<file path="src/rtl/spi_slave_pkg.sv">
// Shared constants and state encoding for the SPI responder.
package spi_slave_pkg;

  localparam int MODE_CPOL = 0;
  localparam int MODE_CPHA = 1;
  localparam int MODE_LSB  = 2;

  localparam int DEFAULT_SYNC_STAGES = 2;

  typedef enum logic {
    IDLE   = 1'b0,
    ACTIVE = 1'b1
  } state_t;

endpackage

</file>
<file path="src/rtl/spi_in_sync.sv">
// Brings the asynchronous SCK/SSEL/MOSI pins into the system clock domain
// and produces single-cycle SCK edge and SSEL assertion strobes.
module spi_in_sync #(
  parameter int g_sync_stages = 2
) (
  input  logic clk,
  input  logic rst,
  input  logic sck_pin,
  input  logic ssel_pin,
  input  logic mosi_pin,
  output logic sck_rise,
  output logic sck_fall,
  output logic ssel,
  output logic ssel_fall,
  output logic mosi
);

  logic [g_sync_stages-1:0] sck_sr;
  logic [g_sync_stages-1:0] ssel_sr;
  logic [g_sync_stages-1:0] mosi_sr;
  logic [g_sync_stages:0]   prime;
  logic                     sck_d;
  logic                     ssel_d;
  logic                     armed;

  always_ff @(posedge clk or posedge rst) begin
    if (rst) begin
      sck_sr  <= '0;
      ssel_sr <= '1;
      mosi_sr <= '0;
      sck_d   <= 1'b0;
      ssel_d  <= 1'b1;
      prime   <= '0;
      armed   <= 1'b0;
    end else begin
      sck_sr  <= {sck_sr[g_sync_stages-2:0], sck_pin};
      ssel_sr <= {ssel_sr[g_sync_stages-2:0], ssel_pin};
      mosi_sr <= {mosi_sr[g_sync_stages-2:0], mosi_pin};
      sck_d   <= sck_sr[g_sync_stages-1];
      ssel_d  <= ssel_sr[g_sync_stages-1];
      prime   <= {prime[g_sync_stages-1:0], 1'b1};
      // The reset value of the SSEL chain is not a real deselect; only arm once
      // the chain holds genuine pin samples that show SSEL high.
      if (prime[g_sync_stages] && ssel_sr[g_sync_stages-1]) armed <= 1'b1;
    end
  end

  assign ssel      = ssel_sr[g_sync_stages-1];
  assign mosi      = mosi_sr[g_sync_stages-1];
  assign sck_rise  = sck_sr[g_sync_stages-1] & ~sck_d;
  assign sck_fall  = ~sck_sr[g_sync_stages-1] & sck_d;
  assign ssel_fall = armed & ssel_d & ~ssel_sr[g_sync_stages-1];

endmodule

</file>
<file path="src/rtl/spi_slave_if.sv">
// SPI responder with FIFO push/pull word interfaces; supports all CPOL/CPHA
// modes, either bit order and back-to-back words within one select.
//   state  | meaning
//   IDLE   | deselected; SCK edges ignored, MISO held at 0
//   ACTIVE | selected; shifting MOSI in and MISO out
module spi_slave_if
  import spi_slave_pkg::*;
#(
  parameter int g_word_width  = 32,
  parameter int g_sync_stages = DEFAULT_SYNC_STAGES
) (
  input  logic                    clk_i,
  input  logic                    reset_i,
  input  logic                    cpol_i,
  input  logic                    cpha_i,
  input  logic                    lsb_first_i,
  input  logic                    spi_sck_i,
  input  logic                    spi_ssel_i,
  input  logic                    spi_mosi_i,
  output logic                    spi_miso_o,
  output logic                    spi_miso_oe_o,
  input  logic                    tx_empty_i,
  input  logic [g_word_width-1:0] tx_data_i,
  output logic                    tx_pull_o,
  input  logic                    rx_full_i,
  output logic [g_word_width-1:0] rx_data_o,
  output logic                    rx_push_o,
  output logic                    busy_o,
  output logic                    underrun_o,
  output logic                    overrun_o,
  output logic                    frame_err_o
);

  localparam int            CW       = $clog2(g_word_width);
  localparam logic [CW-1:0] LAST_BIT = CW'(g_word_width - 1);

  state_t                  state, state_nxt;
  logic [2:0]              mode;
  logic [CW-1:0]           bit_cnt;
  logic [g_word_width-1:0] rx_sr, tx_sr, rx_word, rx_next, tx_word;
  logic                    word_done, load_pend;
  logic                    sck_rise, sck_fall, ssel_s, ssel_fall, mosi_s;
  logic                    cpol, cpha, lsb, lead, trail;
  logic                    enter, leave, sample, shift, load;

  spi_in_sync #(.g_sync_stages(g_sync_stages)) u_sync (
    .clk       (clk_i),
    .rst       (reset_i),
    .sck_pin   (spi_sck_i),
    .ssel_pin  (spi_ssel_i),
    .mosi_pin  (spi_mosi_i),
    .sck_rise  (sck_rise),
    .sck_fall  (sck_fall),
    .ssel      (ssel_s),
    .ssel_fall (ssel_fall),
    .mosi      (mosi_s)
  );

  assign cpol    = mode[MODE_CPOL];
  assign cpha    = mode[MODE_CPHA];
  assign lsb     = mode[MODE_LSB];
  assign lead    = cpol ? sck_fall : sck_rise;
  assign trail   = cpol ? sck_rise : sck_fall;
  assign tx_word = tx_empty_i ? '0 : tx_data_i;
  assign rx_next = lsb ? {mosi_s, rx_sr[g_word_width-1:1]}
                       : {rx_sr[g_word_width-2:0], mosi_s};

  always_ff @(posedge clk_i or posedge reset_i) begin
    if (reset_i) state <= IDLE;
    else         state <= state_nxt;
  end

  always_comb begin
    state_nxt     = state;
    enter         = 1'b0;
    leave         = 1'b0;
    sample        = 1'b0;
    shift         = 1'b0;
    load          = 1'b0;
    frame_err_o   = 1'b0;
    busy_o        = 1'b0;
    spi_miso_oe_o = 1'b0;
    case (state)
      IDLE: begin
        if (ssel_fall) begin
          state_nxt = ACTIVE;
          enter     = 1'b1;
          load      = ~cpha_i;
        end
      end
      ACTIVE: begin
        busy_o        = 1'b1;
        spi_miso_oe_o = 1'b1;
        if (ssel_s) begin
          state_nxt   = IDLE;
          leave       = 1'b1;
          frame_err_o = (bit_cnt != '0);
        end else begin
          sample = cpha ? trail : lead;
          shift  = cpha ? lead : trail;
          // cpha=1 fetches on the first leading edge of a word; cpha=0 fetches
          // on the shift edge that follows the previous word's last sample.
          load   = shift & (cpha ? (bit_cnt == '0) : load_pend);
        end
      end
      default: state_nxt = IDLE;
    endcase
  end

  always_ff @(posedge clk_i or posedge reset_i) begin
    if (reset_i) begin
      mode      <= '0;
      bit_cnt   <= '0;
      rx_sr     <= '0;
      tx_sr     <= '0;
      rx_word   <= '0;
      word_done <= 1'b0;
      load_pend <= 1'b0;
    end else begin
      word_done <= 1'b0;
      if (enter) begin
        mode[MODE_CPOL] <= cpol_i;
        mode[MODE_CPHA] <= cpha_i;
        mode[MODE_LSB]  <= lsb_first_i;
        bit_cnt         <= '0;
        rx_sr           <= '0;
        load_pend       <= 1'b0;
        tx_sr           <= cpha_i ? '0 : tx_word;
      end else if (leave) begin
        bit_cnt   <= '0;
        tx_sr     <= '0;
        load_pend <= 1'b0;
      end else begin
        if (sample) begin
          rx_sr <= rx_next;
          if (bit_cnt == LAST_BIT) begin
            bit_cnt   <= '0;
            rx_word   <= rx_next;
            word_done <= 1'b1;
            load_pend <= ~cpha;
          end else begin
            bit_cnt <= bit_cnt + 1'b1;
          end
        end
        if (shift) begin
          if (load) begin
            tx_sr     <= tx_word;
            load_pend <= 1'b0;
          end else begin
            tx_sr <= lsb ? (tx_sr >> 1) : (tx_sr << 1);
          end
        end
      end
    end
  end

  assign tx_pull_o  = load & ~tx_empty_i;
  assign underrun_o = load & tx_empty_i;
  assign rx_push_o  = word_done & ~rx_full_i;
  assign overrun_o  = word_done & rx_full_i;
  assign rx_data_o  = rx_word;
  assign spi_miso_o = lsb ? tx_sr[0] : tx_sr[g_word_width-1];

endmodule

</file>
<file path="config.mk">
export PLATFORM = sky130hd
export DESIGN_NAME = spi_slave_if
export DESIGN_NICKNAME = d
export VERILOG_FILES = /design/src/rtl/spi_slave_pkg.sv /design/src/rtl/spi_in_sync.sv /design/src/rtl/spi_slave_if.sv
export SDC_FILE = /design/constraint.sdc
export NUM_CORES = 1
export LEC_CHECK = 0
export CORE_UTILIZATION = 55
export CTS_BUF_LIST = sky130_fd_sc_hd__clkbuf_4 sky130_fd_sc_hd__clkbuf_8 sky130_fd_sc_hd__clkbuf_16
export DETAILED_ROUTE_END_ITERATION = 8
export GPL_TIMING_DRIVEN = 0
export PLACE_DENSITY = 0.88
export SLEW_MARGIN = 10
export SYNTH_ARGS = -nofsm -noshare
export SYNTH_HDL_FRONTEND = slang
export SYNTH_HIERARCHICAL = 1
export SYNTH_SLANG_ARGS = --single-unit
</file>
<file path="constraint.sdc">
create_clock -name clk_i -period 3.56 [get_ports clk_i]
set_clock_uncertainty 0.15 [all_clocks]
set_input_delay 0.356 -clock clk_i [delete_from_list [all_inputs] [get_ports clk_i]]
set_output_delay 0.356 -clock clk_i [all_outputs]
set_load 0.05 [all_outputs]
</file>
==> flow_metrics.py, run 1 <==
metrics = {
    "run_status": {
        "status": "complete, no violations",
    },
    "synthesis": {
        "synth_top_area_share": 0.484,
        "synth_area_leader_cell": "dfrtp_1",
        "synth-seq-cells": 119,
        "synthesis.area_um2": 5990,
        "ys.flop_type": "dfrtp_1",
        "ys_top_cells_by_area": "dfrtp_1 (48%), mux2i_1 (6.5%), mux2_2 (3.9%), mux2_1 (3.6%), nor3_1 (3.2%)",
        "ys_types": 50,
        "synth_edf_count": 0,
        "syn_avg_cell_area_um2": 10.7,
        "yosys_warnings": 6,
        "seq_area_frac_synth": 0.498,
        "synthCells": 561,
        "async_reset_ff_frac": 1.00,
        "synth_nets": 606,
    },
    "global_routing": {
        "grt_pass1_wl_um": 25800,
        "antenna_found_initial": 0,
        "grt_max_degree": 59,
        "grt_use_total": 0.295,
        "grt_remaining_overflow": 0,
        "grt_pass1_vias": 5151,
    },
    "floorplan": {
        "initial_core_util": 0.573,
        "die_w_um": 106,
        "ios": 82,
        "row_count": 37,
        "die_area_um2": 11300,
        "core_area_um2": 10500,
        "die_h_um": 106,
    },
    "cts": {
        "clockRootBuffer": "clkbuf_8",
        "cts_buffer_depth": 2,
        "cts_buffers": 17,
        "insertion_delay_ns": 0.53,
        "cts_tree": "done",
        "clk_pin_slew_ns": 0.06,
        "cts.sinks": 119,
        "cts.htree.levels": 4,
    },
    "critical_path": {
        "path_max_fanout": 10,
        "crit_path_end": "spi_miso_o",
        "cp-end-kind": "output pin",
        "crit_start": "mode[2]",
        "r2r_end": "load_pend",
        "rrSetupSlack_ns": 0.73,
        "critPathArrivalTime_ns": 2.97,
        "path_class": "reg -> out",
        "cp.required_ns": 3.05,
        "r2r_start": "u_sync/ssel_sr[1]",
        "reg2regPathDepth": 7,
        "startpoint_type": "register",
    },
    "place": {
        "place_inst": 779,
        "place_area_um2": 7000,
        "hpwlAfterDp_um": 10300,
        "place_congestion": 0.932,
        "portBuffers": 81,
    },
    "routing": {
        "num_vias": 5100,
        "drt_iter0_markers": 500,
        "wl_per_cell_um": 19.4,
        "drtPass1Iterations": 5,
        "drt_wl_total_um": 15700,
        "drtAntennaViolNets": 0,
        "drc": 0,
        "vias_per_cell": 6.29,
    },
    "sta": {
        "slew_headroom": 0.461,
        "slew_violations": 0,
        "post-route-period-util": 0.978,
        "rsz0062_at_grt": "false",
        "final-setup-viol-count": 0,
        "fin_crit_ns": 3.48,
        "tightest_slew_ns": 0.809,
        "fmax_mhz": 287,
        "final_hold_viol_count": 0,
    },
    "power_and_ir_drop": {
        "p_sw_w": 0.00195,
        "ir_drop_mv": 0.447,
        "p_int_w": 0.00346,
        "p_comb_frac": 0.322,
        "switching_share": 0.360,
        "leakagePower_nw": 3.36,
        "clkPwrFrac": 0.313,
        "pwr-share-seq": 0.365,
        "power_per_cell_area_nw_per_um2": 712,
    },
    "job": {
        "cap_violations": 0,
    },
    "finish": {
        "fill_cells": 686,
        "drive_gt1_frac": 0.151,
        "final_common_cell": "dfrtp_1",
        "fin_area_um2": 7590,
        "diodes": 0,
        "areaGrowthSynthToFinish_pct": 26.7,
        "final_cell_mix": "dfrtp_1 (116), clkdlybuf4s50_1 (79), nor3_1 (38), mux2i_1 (38)",
        "fin_nets": 707,
        "final_cells": 811,
        "finish.utilization": 0.726,
    },
    "min_path": {
        "hp-class": "in -> async",
    },
}
## registers in the layout, indices dropped and copies added (netlist names)
name,cells
u_sync/armed,1
u_sync/mosi_sr,2
u_sync/prime,3
word_done,1
u_sync/ssel_d,1
state,1
bit_cnt,5
rx_sr,32
u_sync/sck_d,1
mode,3
load_pend,1
rx_data_o,32
u_sync/sck_sr,2
u_sync/ssel_sr,2
tx_sr,32
## per-layer routing
layer,share of wire,track usage,vias up
li1,-,-,2267
met3,0.074,0.0656,50
met5,0,0,-
met2,0.49,0.479,282
met4,0.032,0.126,0
met1,0.41,0.381,2501
## power groups by stage
stage          clock [W]  combinational, W  sequential, W
2_1_floorplan          0           0.00129        0.00189
3_3_place_gp           0           0.00159        0.00194
3_5_place_dp           0           0.00169        0.00196
4_1_cts          0.00171           0.00172        0.00195
5_1_grt          0.00177           0.00187        0.00200
6_report         0.00169           0.00174        0.00197
## synthesized netlist by cell type (3+ instances only)
master      n
dfrtp_1   116
mux2i_1    39
inv_1      38
nor3_1     38
nand2_1    37
a21oi_1    35
clkbuf_1   26
mux2_2     21
nand3_1    21
o221ai_1   20
mux2_1     19
o21ai_0    18
buf_2      17
o31ai_1    15
a211oi_1   13
o41ai_1    13
a221oi_2   10
nand2b_1    5
o211ai_1    5
and2_1      4
buf_4       4
nor2_1      4
nor2b_1     4
a221oi_1    3
dfstp_2     3
ha_1        3
## worst min path at each step
stage	endpoint	slack, ns
6_report	u_sync/prime[2]	0.05
5_1_grt	u_sync/ssel_sr[0]	0.08
4_1_cts	u_sync/prime[2]	0.07
3_5_place_dp	u_sync/prime[1]	0.18
3_3_place_gp	u_sync/prime[1]	0.18
2_1_floorplan	u_sync/armed	0.07
## through the flow
step	hold WS, ns	total power [W]	worst slack [ns]	TNS [ns]
floorplan	0.0686	0.00317	0.237	0
detailed placement	0.185	0.00365	0.326	0
global route	0.0753	0.00564	0.0103	0
CTS	0.0682	0.00538	0.0227	0
global placement	0.182	0.00353	-1.20	-127.88
finish	0.0539	0.00541	0.0795	0
## final cells by class
cell class / instances / area [um^2] / share of cell area
multi-input combinational: 354 / 2630 / 0.347
timing repair buffer: 82 / 832 / 0.110
clock buffer: 20 / 449 / 0.0592
buffer: 50 / 239 / 0.0315
sequential: 119 / 2980 / 0.393
inverter: 38 / 145 / 0.0191
tap: 136 / 170 / 0.0224
clock inverter: 12 / 144 / 0.0189
## kinds of logic (layout without fill, tap and decap cells)
kind of cell / count (synthesis) / in the layout / synth area share
AO/OA/AOI/OAI: 142 / 142 / 0.177
XOR/XNOR: 1 / 1 / 0.00272
adder cells (fa/ha/maj): 3 / 3 / 0.00627
buffers and inverters: 88 / 202 / 0.0637
flip-flops: 119 / 119 / 0.498
multiplexers: 81 / 81 / 0.147
other: 1 / 1 / 0.000626
AND/OR/NAND/NOR: 126 / 126 / 0.105
## critical path: stages (launching register included)
cell and delay (ns):
dfrtp_1 0.32, clkbuf_1 0.37, buf_2 0.33, buf_2 0.34
mux2_2 0.39, clkdlybuf4s50_1 0.70
## what timing repair did
action / CTS / global route
resized for setup: 3 / 2
hold buffers: 0 / 0
buffers inserted: 0 / 0
endpoints found under the setup margin: 2 / 1
cloned: 0 / 0
Note: power is estimated with default switching activity, not from simulation.
==> run 2, diff against run 1 <==
--- a/config.mk
+++ b/config.mk
@@ -5,11 +5,11 @@
 export SDC_FILE = /design/constraint.sdc
 export NUM_CORES = 1
 export LEC_CHECK = 0
-export CORE_UTILIZATION = 55
-export CTS_BUF_LIST = sky130_fd_sc_hd__clkbuf_4 sky130_fd_sc_hd__clkbuf_8 sky130_fd_sc_hd__clkbuf_16
+export CORE_UTILIZATION = 57
+export CTS_BUF_LIST = sky130_fd_sc_hd__clkbuf_4
 export DETAILED_ROUTE_END_ITERATION = 8
 export GPL_TIMING_DRIVEN = 0
-export PLACE_DENSITY = 0.88
+export PLACE_DENSITY = 0.91
 export SLEW_MARGIN = 10
 export SYNTH_ARGS = -nofsm -noshare
 export SYNTH_HDL_FRONTEND = slang
==> run 2 against run 1 <==
Flip-flop and latch count is the same. Final area is 4.0% lower. Sequential power is essentially flat. Sequential share of layout area up 1.6 points. Routed wire length fell by 2.8%. Global-route usage grew 0.43 points. Critical path depth rose by 3.
==> flow_metrics.py, run 2 (synthesized netlist as in run 1, its figures left out) <==
metrics = {
    "run_status": {
        "status": "complete, no violations",
    },
    "min_path": {
        "hp-class": "in -> async",
    },
    "global_routing": {
        "grt_use_total": 0.299,
        "antenna_found_initial": 1,
        "grt_use_met2": 0.474,
        "use_met1": 0.379,
        "grt.met3_usage": 0.0724,
        "grt_pass1_wl_um": 25500,
        "gr-max-usage-layer": "met2",
        "grt_remaining_overflow": 0,
        "grt_max_degree": 76,
        "grt_pass1_vias": 5270,
    },
    "job": {
        "cap_violations": 0,
    },
    "cts": {
        "cts.htree.levels": 4,
        "insertion_delay_ns": 0.55,
        "clockRootBuffer": "clkbuf_4",
        "cts_tree": "done",
        "cts_buffers": 17,
        "cts.sinks": 119,
        "cts_buffer_depth": 2,
        "clk_pin_slew_ns": 0.12,
        "hold_buffers": 0,
        "post_cts_buffers": 0,
    },
    "power_and_ir_drop": {
        "clkPwrFrac": 0.209,
        "switching_share": 0.392,
        "ir_drop_mv": 0.420,
        "leakagePower_nw": 3.25,
        "p_comb_frac": 0.370,
        "power_w": 0.00465,
        "power_per_cell_area_nw_per_um2": 639,
        "p_int_w": 0.00283,
        "pwr-share-seq": 0.420,
        "p_sw_w": 0.00182,
    },
    "sta": {
        "final_hold_viol_count": 0,
        "final-setup-viol-count": 0,
        "slew_violations": 0,
        "timing.hold.ws_ns": 0.0184,
        "tightest_slew_ns": 0.770,
        "rsz0062_at_grt": "false",
        "setup_ws_ns": 0.207,
        "post-route-period-util": 0.942,
        "fmax_mhz": 298,
        "fin_crit_ns": 3.35,
        "slew_headroom": 0.487,
    },
    "place": {
        "place_area_um2": 7010,
        "place_congestion": 0.925,
        "portBuffers": 81,
        "hpwlAfterDp_um": 10500,
        "place_ws_ns": 0.291,
    },
    "floorplan": {
        "core_area_um2": 10300,
        "die_area_um2": 10900,
        "initial_core_util": 0.583,
        "die_h_um": 105,
        "die_w_um": 105,
        "ios": 82,
        "row_count": 37,
    },
    "routing": {
        "num_vias": 5056,
        "drtPass1Iterations": 8,
        "drc": 0,
        "vias_per_cell": 6.23,
        "drtAntennaViolNets": 0,
        "wl_per_cell_um": 18.8,
        "drt_iter0_markers": 454,
        "drt_wl_total_um": 15300,
    },
    "finish": {
        "drive_gt1_frac": 0.148,
        "areaGrowthSynthToFinish_pct": 21.7,
        "fin_nets": 707,
        "final_common_cell": "dfrtp_1",
        "final_cell_mix": "dfrtp_1 (116), clkdlybuf4s50_1 (78), mux2i_1 (39), nor3_1 (38)",
        "fin_area_um2": 7290,
        "finish.utilization": 0.709,
    },
    "critical_path": {
        "cp-end-kind": "output pin",
        "path_class": "reg -> out",
        "cpMostUsedCell": "inv_1",
        "startpoint_type": "register",
        "slowest_stage": "dlygate4sd2_1",
        "path_max_fanout": 10,
        "critPathArrivalTime_ns": 2.85,
        "cp.required_ns": 3.05,
        "max_stage_delay_ns": 0.51,
        "timing.critical_path.cells": "inv_1 -> ha_1 -> or4b_4 -> nor2_2 -> o221ai_1 -> buf_2 -> inv_1 -> dlygate4sd2_1",
    },
}
## run 2: repair_timing
item | CTS | global route
gates resized for setup | 3 | 2
cloned | 0 | 0
endpoints found under the setup margin | 2 | 2
## run 2: area by class of cell
| cell class | count | area (um^2) |
|---|---|---|
| antenna | 1 | 2.50 |
| buffer | 50 | 239 |
| clock buffer | 18 | 135 |
| clock inverter | 14 | 150 |
| fill | 718 | 2990 |
| inverter | 38 | 148 |
| multi-input combinational | 354 | 2630 |
| sequential | 119 | 2980 |
| tap | 136 | 170 |
| timing repair buffer | 82 | 835 |
## run 2: path summary, 6_finish.rpt
check	start	end	slack, ns	depth (start not counted)
worst max register to register	u_sync/ssel_sr[1]	load_pend	0.73	7
worst min-delay path	reset_i	rx_sr[1]	0.02	2
worst min register to register	u_sync/prime[1]	u_sync/prime[2]	0.21	0
min in group clk_i	spi_ssel_i	u_sync/ssel_sr[0]	0.06	1
max in group asynchronous	reset_i	tx_sr[20]	2.55	3
worst max-delay path	bit_cnt[0]	tx_pull_o	0.21	8
## run 2: power groups by stage
stage	logic, W	registers (W)	clock network (W)
3_5_place_dp	0.00168	0.00197	0
4_1_cts	0.00170	0.00194	0.000984
5_1_grt	0.00187	0.00199	0.00105
3_3_place_gp	0.00159	0.00194	0
2_1_floorplan	0.00129	0.00189	0
6_report	0.00172	0.00196	0.000975
## run 2: metrics by stage
step | std cells | TNS, ns
global route | 812 | 0
CTS | 811 | 0
detailed placement | 779 | 0
floorplan | 561 | 0
global placement | 778 | -131.92
finish | 812 | 0
## run 2: critical path: cells and delay by family (launching register included)
kind,cells,cell delay [ns]
buffers and inverters,4,0.89
DFF,1,0.45
and+or+nand+nor,2,0.63
AOI/OAI and AO/OA,1,0.16
adders and majority gates,1,0.16
## run 2: per-layer routing
layer / up-vias / wire length, um
met2: 263 / 7530
met5: - / 0
met4: 0 / 499
met3: 50 / 1180
li1: 2269 / -
met1: 2474 / 6060
==> run 3, diff against run 2 <==
--- a/config.mk
+++ b/config.mk
@@ -15,3 +15,4 @@
 export SYNTH_HDL_FRONTEND = slang
 export SYNTH_HIERARCHICAL = 1
 export SYNTH_SLANG_ARGS = --single-unit
+export TNS_END_PERCENT = 20
==> results of run 3 <==
Final layout, timing and power as in run 2 (identical DEF).
